<file path="src/rtl/reg_writeback_unit.sv">
// reg_writeback_unit: merges ALU and load results into the reg_file write port and tracks pending writes.
// Defining WB_FORWARD_EN adds combinational forwarding of the in-flight write to two read ports.
module reg_writeback_unit #(
    parameter int LSU_FIFO_DEPTH = 4
) (
    input  logic        clock,
    input  logic        reset,
    input  logic        alu_valid,
    input  logic [4:0]  alu_rd,
    input  logic [31:0] alu_data,
    input  logic        lsu_valid,
    output logic        lsu_ready,
    input  logic [4:0]  lsu_rd,
    input  logic [31:0] lsu_data,
    input  logic        issue_valid,
    input  logic [4:0]  issue_rd,
`ifdef WB_FORWARD_EN
    input  logic [4:0]  fwd_addr_rs1,
    input  logic [4:0]  fwd_addr_rs2,
    output logic        fwd_hit_rs1,
    output logic        fwd_hit_rs2,
    output logic [31:0] fwd_data_rs1,
    output logic [31:0] fwd_data_rs2,
`endif
    output logic [5:0]  write_params,
    output logic [31:0] data_rd,
    output logic [31:0] busy_bits
);
    localparam int PW = $clog2(LSU_FIFO_DEPTH);
    localparam logic [PW:0] CNT_FULL = LSU_FIFO_DEPTH[PW:0];
    localparam logic [PW:0] CNT_ONE = 1;
    localparam logic [PW-1:0] PTR_ONE = 1;

    logic [PW-1:0] wr_ptr_q, wr_ptr_d, rd_ptr_q, rd_ptr_d;
    logic [PW:0]   count_q, count_d;
    logic [36:0]   fifo_q [LSU_FIFO_DEPTH];
    logic          we_q, we_d;
    logic [4:0]    addr_q, addr_d;
    logic [31:0]   data_q, data_d, busy_q, busy_d;
    logic          alu_win, push, pop;

    always_comb begin
        lsu_ready = count_q != CNT_FULL;
        alu_win   = alu_valid && alu_rd != 5'd0;
        pop       = !alu_win && count_q != '0;
        // x0 loads still handshake but are never stored
        push      = lsu_valid && lsu_ready && lsu_rd != 5'd0;
        wr_ptr_d  = push ? wr_ptr_q + PTR_ONE : wr_ptr_q;
        rd_ptr_d  = pop ? rd_ptr_q + PTR_ONE : rd_ptr_q;
        count_d   = (push && !pop) ? count_q + CNT_ONE :
                    (pop && !push) ? count_q - CNT_ONE : count_q;
        we_d      = alu_win || pop;
        addr_d    = alu_win ? alu_rd : pop ? fifo_q[rd_ptr_q][36:32] : addr_q;
        data_d    = alu_win ? alu_data : pop ? fifo_q[rd_ptr_q][31:0] : data_q;
        // a same-edge issue re-marks the register after the commit clears it
        busy_d    = ((busy_q & ~(we_q ? 32'd1 << addr_q : 32'd0)) |
                     (issue_valid ? 32'd1 << issue_rd : 32'd0)) & 32'hFFFF_FFFE;
    end

    always_ff @(posedge clock or posedge reset) begin
        if (reset) begin
            wr_ptr_q <= '0;
            rd_ptr_q <= '0;
            count_q  <= '0;
            we_q     <= 1'b0;
            addr_q   <= '0;
            data_q   <= '0;
            busy_q   <= '0;
        end else begin
            wr_ptr_q <= wr_ptr_d;
            rd_ptr_q <= rd_ptr_d;
            count_q  <= count_d;
            we_q     <= we_d;
            addr_q   <= addr_d;
            data_q   <= data_d;
            busy_q   <= busy_d;
        end
    end

    always_ff @(posedge clock) begin
        if (push) fifo_q[wr_ptr_q] <= {lsu_rd, lsu_data};
    end

    assign write_params = {addr_q, we_q};
    assign data_rd      = data_q;
    assign busy_bits    = busy_q;

`ifdef WB_FORWARD_EN
    assign fwd_hit_rs1  = we_q && addr_q == fwd_addr_rs1 && addr_q != 5'd0;
    assign fwd_hit_rs2  = we_q && addr_q == fwd_addr_rs2 && addr_q != 5'd0;
    assign fwd_data_rs1 = data_q;
    assign fwd_data_rs2 = data_q;
`endif
endmodule

</file>
<file path="config.mk">
export PLATFORM = sky130hd
export DESIGN_NAME = reg_writeback_unit
export DESIGN_NICKNAME = d
export VERILOG_FILES = /design/src/rtl/reg_writeback_unit.sv
export SDC_FILE = /design/constraint.sdc
export NUM_CORES = 1
export LEC_CHECK = 0
export ABC_AREA = 1
export CORE_MARGIN = 2
export CORE_UTILIZATION = 55
export CTS_BUF_LIST = sky130_fd_sc_hd__clkbuf_2
export CTS_CLUSTER_SIZE = 28
export DETAILED_ROUTE_END_ITERATION = 7
export GPL_TIMING_DRIVEN = 1
export PLACE_DENSITY = 0.77
export SYNTH_ARGS = -nofsm -noshare
export SYNTH_HDL_FRONTEND = slang
export SYNTH_SLANG_ARGS = --single-unit
export TNS_END_PERCENT = 30
</file>
<file path="constraint.sdc">
create_clock -name clock -period 3.6 [get_ports clock]
set_clock_uncertainty 0.1 [all_clocks]
set_input_delay 0.72 -clock clock [delete_from_list [all_inputs] [get_ports clock]]
set_output_delay 0.72 -clock clock [all_outputs]
set_load 0.01 [all_outputs]
</file>
==> results.txt <==
The worst-case IR drop observed on VDD is 0.000476 V. Clock tree synthesis selected as its root buffer the cell sky130_fd_sc_hd__clkbuf_2. In this run the worst path has a maximum fanout of 4. TritonCTS built the clock tree. In this run, distinct cell masters in the synthesized netlist total 29. The run finished with clean final reports.

Input and output buffers added on the ports amount to 153. Initial antenna violation count: 1. For the headroom to the max-slew limit, the log shows 0.242. After routing, the total negative slack on setup checks comes to 0 ns.

The synthesized area divided by synthesized cell count is 9.82 µm². The maximum frequency from static timing analysis was 351 MHz. The finished layout holds 1452 standard cells, fillers aside. The library cell with the largest summed area after synthesis is sky130_fd_sc_hd__edfxtp_1. In this run the remaining antenna-violating nets after routing total 0. The actual slew at the worst max-slew pin works out to 1.14 ns. The total of hold buffers inserted after clock tree synthesis came out at 0.

The cell area that synthesis handed to floorplanning was 0.00989 mm². For the total placed cells including tap cells, the log shows 1348. Dividing the detail-routed wire length by the instance count gives 15.7 µm. The growth of design area from synthesis to finish is 22.0%. The tools report the endpoint of the worst register-to-register path as count_q[2].

Subtracting the final worst setup slack from the clock period gives 2.85 ns. The tools report the worst flop-to-flop path startpoint as count_q[0]. At the end of the flow, the number of nets in the layout was 1266. The routed via count divided by cell count was 5.19.

For this block, the routed nets add up to 22800 µm of wire. Top-level port count: 155. The count of warnings emitted by yosys is 0. In the post-synthesis netlist, the biggest area contributors are sky130_fd_sc_hd__edfxtp_1 (45%), sky130_fd_sc_hd__dfrtp_1 (19%), sky130_fd_sc_hd__nand2_1 (10%), sky130_fd_sc_hd__nand3_1 (10%), sky130_fd_sc_hd__inv_1 (6.1%). The type of the worst setup path is register to primary output. The logs give 49 for the row count and 55 for the CTS buffer count.

In this run the static leakage power is 5.37 nW. The most common library cell in the layout ignoring fill and taps was sky130_fd_sc_hd__nand2_1. The die is 138 µm wide.

The part of the cycle the worst path needs was 0.791. Detailed placement ended at an HPWL of 14300 µm. Highest layer used for signal routing: met4.

For this design the ratio of total power to cell area is 740 mW/mm². For the final hold violation count, the log shows 0. Synthesis handed over a netlist of 1007 instances. The tools report the via count of the first global-routing pass as 7325. The flip-flop and latch count after synthesis was 224; the number of cell instances on the worst register-to-register path was 9. The tool flagged a number of max-cap violations equal to 0. After clock tree synthesis, the repair step resized 0 gates.

Kind of end point of the critical path: a primary output. The maximum number of buffers from clock root to sink came out at 3. Chip height: 138 µm. Across all register-to-register paths, the minimum setup slack is 1.10 ns. In the layout the commonest cells are sky130_fd_sc_hd__nand2_1 (266), sky130_fd_sc_hd__nand3_1 (197), sky130_fd_sc_hd__inv_1 (160). After the first detailed-routing iteration, the DRC count stood at 514. The type of the tightest min-delay check is input pin to asynchronous set/reset pin.

The first global-routing pass estimated 36300 µm of wire. The sequential cell area fraction in the yosys report came out at 0.642. The clock slew at the register clock pins of the worst setup and hold paths works out to 0.11 ns.

For the worst endpoint required time, the log shows 2.78 ns. The number of vias in the routed layout is 7532, and the count of pins over their slew limit is 0. The all-layer global routing usage came out at 0.236.

Summed over all nets, wire length on met2 after detailed routing comes to 11300 µm. The top cell type's share of synthesized area is 0.450, and the area inside the core boundary is 0.0178 mm². The number of setup violations in the final report came out at 0.

The number of nets handed over by synthesis was 1097. The clock tree synthesis step divided the H-tree into 2 levels. The amount of wire on met3 after detailed routing came out at 1500 µm. For the worst setup path, the data arrival time is 2.03 ns. In the routed design, unresolved DRC markers number 0. Setup repair after global routing left no endpoint under its margin. The die covers 0.0191 mm². The tools report the last element of the critical path as lsu_ready. The routability-driven placement congestion ratio came out at 0.894. Global routing finished with a remaining overflow of 0.

In this run the worst setup path begins at count_q[0]. STA classifies the critical path startpoint as a register. The number of post-CTS setup repair buffers is 0, and the starting density of the core is 0.556.

Counting every sink on the clock net gives 224. The logs give 77 for the largest net degree at the start of global routing and 5 for the first-pass iteration count of the detailed router. The detailed router put a total of 9430 µm of wire on met1. The share of cells above drive strength 1 was 0.0851; the clock latency reported for the late side of the worst-skew pair was 0.82 ns.
final cells by class:
type / instances / area, µm²
diodes: 1 / 2.50
clock buffers: 73 / 365
clock inverters: 30 / 143
fillers: 1382 / 5720
inverters: 165 / 621
multi-input cells: 566 / 2620
flip-flops and latches: 224 / 6350
well taps: 229 / 287
repair buffers: 164 / 1680
synthesized netlist by cell type:
cell / number
sky130_fd_sc_hd__nand2_1: 266
sky130_fd_sc_hd__nand3_1: 197
sky130_fd_sc_hd__inv_1: 161
sky130_fd_sc_hd__edfxtp_1: 148
sky130_fd_sc_hd__dfrtp_1: 76
sky130_fd_sc_hd__o21ai_0: 54
sky130_fd_sc_hd__buf_2: 28
sky130_fd_sc_hd__nor2_1: 13
sky130_fd_sc_hd__buf_6: 11
sky130_fd_sc_hd__nand4_1: 8
sky130_fd_sc_hd__nor3_1: 6
sky130_fd_sc_hd__buf_4: 5
sky130_fd_sc_hd__ha_1: 5
sky130_fd_sc_hd__buf_1: 4
sky130_fd_sc_hd__clkbuf_1: 4
sky130_fd_sc_hd__inv_2: 4
sky130_fd_sc_hd__xnor2_1: 3
sky130_fd_sc_hd__a21oi_1: 2
sky130_fd_sc_hd__nor4_1: 2
sky130_fd_sc_hd__a21boi_0: 1
sky130_fd_sc_hd__conb_1: 1
sky130_fd_sc_hd__fa_1: 1
sky130_fd_sc_hd__nand2_2: 1
sky130_fd_sc_hd__nand2_4: 1
sky130_fd_sc_hd__nand3_2: 1
sky130_fd_sc_hd__nor2_2: 1
sky130_fd_sc_hd__nor3_4: 1
sky130_fd_sc_hd__o21ai_1: 1
sky130_fd_sc_hd__xor2_1: 1
metal layers:
layer  GRT usage  up-vias
li1            -     3665
met1       0.300     3548
met2       0.406      268
met3      0.0468       51
met4      0.0870        0
met5           0        -
power by group:
| group | internal [mW] | switching [mW] | leakage, nW |
|---|---|---|---|
| clock | 0.636 | 1.01 | 0.373 |
| combinational | 1.38 | 2.02 | 2.75 |
| sequential | 3.50 | 0.374 | 2.25 |
sequential cells by signal (all words and copies together), names as in the netlist:
register	cells
count_q	3
data_rd	32
wr_ptr_q	2
rd_ptr_q	2
we_q	1
fifo_q	148
busy_bits	31
addr_q	5
worst min path at each step:
stage / startpoint / cells after the start / end
6_report: reset / 2 / data_rd[29]
5_1_grt: reset / 2 / data_rd[30]
4_1_cts: reset / 2 / data_rd[29]
3_5_place_dp: busy_bits[15] / 2 / busy_bits[15]
3_3_place_gp: busy_bits[15] / 2 / busy_bits[15]
2_1_floorplan: wr_ptr_q[1] / 2 / wr_ptr_q[1]
critical path, stage by stage (launching register included):
cell,delay [ns]
sky130_fd_sc_hd__dfrtp_1,0.49
sky130_fd_sc_hd__nor2_1,0.10
sky130_fd_sc_hd__nand2_1,0.06
sky130_fd_sc_hd__clkdlybuf4s50_1,0.58
through the flow:
| stage | hold slack (ns) | total power [mW] | setup slack, ns | util | instance area [µm²] |
|---|---|---|---|---|---|
| global route | 0.242 | 9.49 | 0.625 | 0.678 | 12100 |
| detailed placement | 0.385 | 7.32 | 0.489 | 0.650 | 11600 |
| floorplan | 0.399 | 5.86 | 0.446 | - | 9890 |
| global placement | 0.386 | 7.24 | 0.564 | 0.650 | 11600 |
| finish | 0.214 | 8.92 | 0.752 | 0.678 | 12100 |
| CTS | 0.157 | 8.97 | 0.676 | 0.678 | 12100 |
cells by family after synthesis:
group	Yosys count	share of synthesized area
AND/OR/NAND/NOR	497	0.220
flip-flops	224	0.642
buffers and inverters	217	0.0962
AO/OA/AOI/OAI	58	0.0296
adder cells (fa/ha/maj)	6	0.00835
XOR/XNOR	4	0.00354
other	1	0.000379
Power figures use the tool's default switching activity.
